--- config.mk ---
export PLATFORM = sky130hd
export DESIGN_NAME = mmio_port_responder
export DESIGN_NICKNAME = d
export VERILOG_FILES = /design/src/rtl/mmio_port_responder.sv
export SDC_FILE = /design/constraint.sdc
export NUM_CORES = 1
export LEC_CHECK = 0
export ABC_AREA = 1
export CAP_MARGIN = 30
export CORE_ASPECT_RATIO = 0.5
export CORE_MARGIN = 2
export CORE_UTILIZATION = 45
export DETAILED_ROUTE_END_ITERATION = 16
export DONT_BUFFER_PORTS = 1
export SETUP_SLACK_MARGIN = 0.02
export SLEW_MARGIN = 40
export SYNTH_ARGS = -nofsm -noshare
export SYNTH_HDL_FRONTEND = slang
export SYNTH_SLANG_ARGS = --single-unit
--- constraint.sdc ---
create_clock -name clk -period 4.35 [get_ports clk]
set_input_delay 0.87 -clock clk [delete_from_list [all_inputs] [get_ports clk]]
set_output_delay 0.87 -clock clk [all_outputs]
set_load 0.05 [all_outputs]
--- src/rtl/mmio_port_responder.sv ---
// Memory-mapped I/O responder for a single-cycle processor data path.
// Word registers live in a 32-byte window at BASE_ADDR: an output port,
// a synchronized input port with change detection, a sticky status
// register that clears when read, and a down-counting interval timer.
module mmio_port_responder #(
  parameter logic [31:0] BASE_ADDR = 32'h1002_0000
) (
  input  logic        clk,
  input  logic        reset,
  input  logic [31:0] Address,
  input  logic [31:0] WriteData,
  input  logic        MemWrite,
  input  logic        MemRead,
  output logic [31:0] ReadData,
  output logic        Hit,
  input  logic [7:0]  PortIn,
  output logic [31:0] PortOut,
  output logic        TimerIRQ
);

  // Word offsets within the window (byte offset >> 2).
  localparam logic [2:0] OFF_PORT_OUT    = 3'd0;
  localparam logic [2:0] OFF_PORT_IN     = 3'd1;
  localparam logic [2:0] OFF_STATUS      = 3'd2;
  localparam logic [2:0] OFF_TIMER_LOAD  = 3'd3;
  localparam logic [2:0] OFF_TIMER_CTRL  = 3'd4;
  localparam logic [2:0] OFF_TIMER_COUNT = 3'd5;

  // The timer's enable bit is its state: idle holds the count, run counts down.
  typedef enum logic {
    T_IDLE = 1'b0,
    T_RUN  = 1'b1
  } timer_state_e;

  // Address decode. BASE_ADDR is word aligned, so the low bits of the
  // relative address match the low bits of Address.
  logic [31:0] rel_addr;
  logic [2:0]  word_off;
  logic        in_window;
  logic        aligned;

  assign rel_addr  = Address - BASE_ADDR;
  assign word_off  = rel_addr[4:2];
  assign in_window = (rel_addr[31:5] == 27'd0);
  assign aligned   = (rel_addr[1:0] == 2'b00);
  assign Hit       = in_window && aligned;

  // State registers and their next values.
  logic [31:0]  port_out_q, port_out_d;
  logic [7:0]   s1_q, s1_d;
  logic [7:0]   s2_q, s2_d;
  logic [7:0]   prev_q, prev_d;
  logic         in_changed_q, in_changed_d;
  logic         timer_expired_q, timer_expired_d;
  logic [31:0]  timer_load_q, timer_load_d;
  timer_state_e state_q, state_d;
  logic         auto_reload_q, auto_reload_d;
  logic [31:0]  count_q, count_d;

  logic wr_hit;
  logic status_clear;
  logic terminal;
  logic changed_set;

  assign wr_hit       = MemWrite && Hit;
  assign status_clear = MemRead && Hit && (word_off == OFF_STATUS);
  assign terminal     = (state_q == T_RUN) && (count_q == 32'd0);
  assign changed_set  = (s2_q != prev_q);

  // Next-state logic: bus writes, input synchronizer, status flags and timer.
  always_comb begin
    port_out_d      = port_out_q;
    s1_d            = PortIn;
    s2_d            = s1_q;
    prev_d          = s2_q;
    timer_load_d    = timer_load_q;
    state_d         = state_q;
    auto_reload_d   = auto_reload_q;
    count_d         = count_q;

    // A flag set in the same cycle as a clearing read survives the read.
    in_changed_d    = changed_set | (in_changed_q    & ~status_clear);
    timer_expired_d = terminal    | (timer_expired_q & ~status_clear);

    unique case (state_q)
      T_IDLE: ;
      T_RUN: begin
        if (count_q != 32'd0) begin
          count_d = count_q - 32'd1;
        end else if (auto_reload_q) begin
          count_d = timer_load_q;
        end else begin
          state_d = T_IDLE;
        end
      end
      default: state_d = T_IDLE;
    endcase

    // Bus writes come last so they override the timer's own update.
    if (wr_hit) begin
      unique case (word_off)
        OFF_PORT_OUT: port_out_d = WriteData;
        OFF_TIMER_LOAD: begin
          timer_load_d = WriteData;
          count_d      = WriteData;
        end
        OFF_TIMER_CTRL: begin
          state_d       = WriteData[0] ? T_RUN : T_IDLE;
          auto_reload_d = WriteData[1];
        end
        default: ;
      endcase
    end
  end

  // State update with asynchronous clear of every register.
  always_ff @(posedge clk or posedge reset) begin
    if (reset) begin
      port_out_q      <= 32'd0;
      s1_q            <= 8'd0;
      s2_q            <= 8'd0;
      prev_q          <= 8'd0;
      in_changed_q    <= 1'b0;
      timer_expired_q <= 1'b0;
      timer_load_q    <= 32'd0;
      state_q         <= T_IDLE;
      auto_reload_q   <= 1'b0;
      count_q         <= 32'd0;
    end else begin
      port_out_q      <= port_out_d;
      s1_q            <= s1_d;
      s2_q            <= s2_d;
      prev_q          <= prev_d;
      in_changed_q    <= in_changed_d;
      timer_expired_q <= timer_expired_d;
      timer_load_q    <= timer_load_d;
      state_q         <= state_d;
      auto_reload_q   <= auto_reload_d;
      count_q         <= count_d;
    end
  end

  // Zero-latency load data; misses and unused offsets read as zero.
  always_comb begin
    ReadData = 32'd0;
    if (Hit) begin
      unique case (word_off)
        OFF_PORT_OUT:    ReadData = port_out_q;
        OFF_PORT_IN:     ReadData = {24'd0, s2_q};
        OFF_STATUS:      ReadData = {30'd0, timer_expired_q, in_changed_q};
        OFF_TIMER_LOAD:  ReadData = timer_load_q;
        OFF_TIMER_CTRL:  ReadData = {30'd0, auto_reload_q, (state_q == T_RUN)};
        OFF_TIMER_COUNT: ReadData = count_q;
        default:         ReadData = 32'd0;
      endcase
    end
  end

  assign PortOut  = port_out_q;
  assign TimerIRQ = timer_expired_q;

endmodule

==> out/qor.txt <==
Kind of launch point of the worst setup path -> input pin
Synth Net Count -> 1150
Category of the most critical setup path -> input pin to primary output
Mean instance size in the synthesized netlist -> 6.844 um^2
Via Count -> 7401
First-pass GRT wire length -> 37830 um
Hold violation total from the final report -> 0
Final instance area -> 8367 um^2
Layout cells sized above 1 -> 8.120%
# Post-CTS Setup Buffers -> 0
Total instance count after detailed placement -> 1285
Pre-CTS worst setup slack -> 0.9488 ns
Area share of the largest cell type after synthesis -> 42.29%
Launching element of the worst setup path -> Address[25]
Maximum number of buffers from clock root to sink -> 2
Capturing element type of the critical path -> primary output
Violation count after the first detailed-routing iteration -> 579
R2r startpoint -> count_q[12]
CTS tree -> built
Final Skew -> 0.01202 ns
Post-detailed-route wirelength per cell -> 17.65 um
Final critical-path share of the clock period -> 78.45%
Nets -> 1161
Beginning of the worst hold path -> s1_q[0]
Required time of the worst setup path -> 3.48 ns
Rel. slew slack -> 45.86%
Number of flip-flops and latches in the synthesized netlist -> 124
Vertical die dimension -> 94.29 um
Global Route Usage Sum -> 28.30%
Top flip-flop cell by instance count after synthesis -> sky130_fd_sc_hd__dfrtp_1
GRT Residual Overflow -> 0
Dominant cell type by area after synthesis -> sky130_fd_sc_hd__dfrtp_1
Commonest cells in the synthesized netlist -> 369 x sky130_fd_sc_hd__nand2_1, 147 x sky130_fd_sc_hd__nor2_1, 124 x sky130_fd_sc_hd__dfrtp_1
Via density per instance -> 5.615
Pre-Repair DR Iteration Count -> 5
Post-route non-filler standard cell count -> 1318
Async S/R FF share, synth -> 100.0%
Min Tclk post-route -> 3.413 ns
Number of levels in the clock H-tree -> 4
Global placement routability congestion -> 0.9076
Standard-cell rows -> 32
Area after DPL -> 7786 um^2
Half-perimeter wire length after placement -> 16380 um
Actual transition at the worst max-transition pin -> 0.8091 ns
Max-cap violations -> 0
Number of buffers created by CTS -> 17
Root buf cell -> sky130_fd_sc_hd__clkbuf_16
# hold bufs at CTS -> 0
Initial cell density of the core -> 46.87%
# IOs -> 142
Setup repair after global routing missed its margin -> no
Total Die Area -> 17400 um^2
Fraction of the yosys area taken by sequential cells -> 42.29%
Port Buf Inserts -> 0
Post-detailed-routing wire length -> 23270 um
Cells after Synth -> 1072
Antenna-violating nets left -> 0
Number of synthesized flops with an enable pin -> 0
Register clock-pin slew on the reported worst setup and hold paths -> 0.06 ns
Upper clock frequency limit -> 293.0 MHz
Run status -> complete, no violations
Setup Viol. Count Final -> 0
Via count of the first global-routing pass -> 7065
Top fanout value on the critical path -> 16
Data arrival time at the worst-slack endpoint -> 2.54 ns
Worst IR Drop VDD -> 0.0002592 V
Distinct cell type count after synthesis -> 29
Number of remaining DRC errors -> 0
Core Footprint -> 15660 um^2
Antenna violations before repair -> 1
Filler Cells Inserted -> 1550
Total power per unit cell area -> 316.9 nW/um^2
Number of sinks on the clock net -> 124
Leakage dissipation -> 4.467 nW
Maximum number of pins on one net before global-route repair -> 81
Crit path setup slack, layout -> 0.9375 ns
Setup Total Neg Slack -> 0 ns
Most frequently used cell type in the post-synthesis netlist -> sky130_fd_sc_hd__nand2_1
Total of cells resized after clock tree synthesis -> 0
Hold WC Path Type -> flip-flop to flip-flop
Netlist Area Pre-Place -> 7337 um^2
Final-report max-slew violation count -> 0
Leading cell types by total area after synthesis -> sky130_fd_sc_hd__dfrtp_1 42%, sky130_fd_sc_hd__nand2_1 19%, sky130_fd_sc_hd__nor2_1 7.5%, sky130_fd_sc_hd__nand4_1 7.2%, sky130_fd_sc_hd__nand3_1 5.7%
Clock network latency to the later pin of the worst-skew pair -> 0.43 ns
Warnings from Yosys -> 0
Synthesis-to-finish area growth -> 14.03%
Die W -> 184.6 um
[per-stage QoR]
| stage | total power [mW] | utilization [%] | hold slack, ns |
|---|---|---|---|
| after detailed placement | 1.267 | 49.74 | 0.3358 |
| after floorplan | 1.250 | - | 0.3312 |
| final | 2.651 | 53.44 | 0.3469 |
| after global placement | 1.266 | 49.72 | 0.3317 |
| after CTS | 2.672 | 53.41 | 0.3502 |
| after global routing | 2.729 | 53.44 | 0.3543 |
[final cells by class]
class,count,area [um^2],area share [%]
Multi-Input combinational cell,807,3686,44.06
Sequential cell,124,3103,37.09
Clock buffer,18,439.2,5.249
Timing Repair Buffer,51,407.9,4.875
Inverter,82,315.3,3.769
Tap cell,221,276.5,3.305
Clock inverter,14,136.4,1.630
Antenna cell,1,2.502,0.02991
[where the power goes]
part	switching [mW]	leakage, nW	internal, mW
combinational	0.0554	2.53	0.0178
sequential	0.00646	1.67	1.16
clock	0.595	0.274	0.811
total	0.657	4.47	1.99
[placed cells by master, fill, tap and decap left out, types with 2 or more instances in the layout]
cell type	netlist	routed
sky130_fd_sc_hd__inv_1	81	79
sky130_fd_sc_hd__a221oi_1	23	23
sky130_fd_sc_hd__o21ai_0	43	43
sky130_fd_sc_hd__buf_4	2	49
sky130_fd_sc_hd__ha_1	2	2
sky130_fd_sc_hd__clkinv_4	0	4
sky130_fd_sc_hd__dfrtp_1	124	124
sky130_fd_sc_hd__clkbuf_16	0	17
sky130_fd_sc_hd__nand3_1	83	83
sky130_fd_sc_hd__inv_6	0	5
sky130_fd_sc_hd__xnor2_1	9	9
sky130_fd_sc_hd__o22ai_1	12	12
sky130_fd_sc_hd__clkinvlp_4	0	3
sky130_fd_sc_hd__nand2_1	369	369
sky130_fd_sc_hd__buf_12	0	2
sky130_fd_sc_hd__a21oi_1	22	22
sky130_fd_sc_hd__nand4_1	85	85
sky130_fd_sc_hd__nor2_1	147	147
[path summary, 6_finish.rpt]
| kind | endpoint | slack (ns) | cells after the start |
|---|---|---|---|
| worst max-delay path | ReadData[4] | 0.94 | 10 |
| min in group asynchronous | s1_q[7] | 0.37 | 1 |
| worst max register to register | count_q[1] | 1.39 | 11 |
| worst min register to register | prev_d[0] | 0.35 | 0 |
| worst min-delay path | prev_d[0] | 0.35 | 0 |
| max in group asynchronous | count_q[23] | 3.30 | 2 |
[sequential cells by signal, indices dropped and copies added (netlist names)]
| name | flops |
|---|---|
| TimerIRQ | 1 |
| auto_reload_q | 1 |
| timer_load_q | 32 |
| count_q | 32 |
| in_changed_q | 1 |
| prev_q | 8 |
| prev_d | 8 |
| state_q | 1 |
| PortOut | 32 |
| s1_q | 8 |
[routing by layer]
| layer | GRT usage, % | wire length (um) | up-vias |
|---|---|---|---|
| li1 | - | - | 3565 |
| met1 | 41.99 | 11820 | 3563 |
| met2 | 41.67 | 9789 | 250 |
| met3 | 5.698 | 1460 | 23 |
| met4 | 7.600 | 194 | 0 |
| met5 | 0 | 0 | - |
[cell families (layout without fill, tap and decap cells)]
family,after synthesis,in the layout,synth area share (%)
compound gates,105,105,8.697
other cells,0,1,0
simple gates,691,691,40.08
buf+inv,141,165,7.520
flops,124,124,42.29
xor+xnor,9,9,1.074
fa+ha+maj,2,2,0.3410
[critical path, stage by stage]
cell and delay (ns):
sky130_fd_sc_hd__or2_1 0.20, sky130_fd_sc_hd__nor2_1 0.12, sky130_fd_sc_hd__nand2_1 0.06, sky130_fd_sc_hd__nand2_1 0.05
sky130_fd_sc_hd__nand2_1 0.09, sky130_fd_sc_hd__nor3_4 0.42, sky130_fd_sc_hd__o21ai_2 0.12, sky130_fd_sc_hd__buf_4 0.23
sky130_fd_sc_hd__nor2_1 0.14, sky130_fd_sc_hd__buf_4 0.22
No activity file was read; power rests on OpenSTA's default activity.
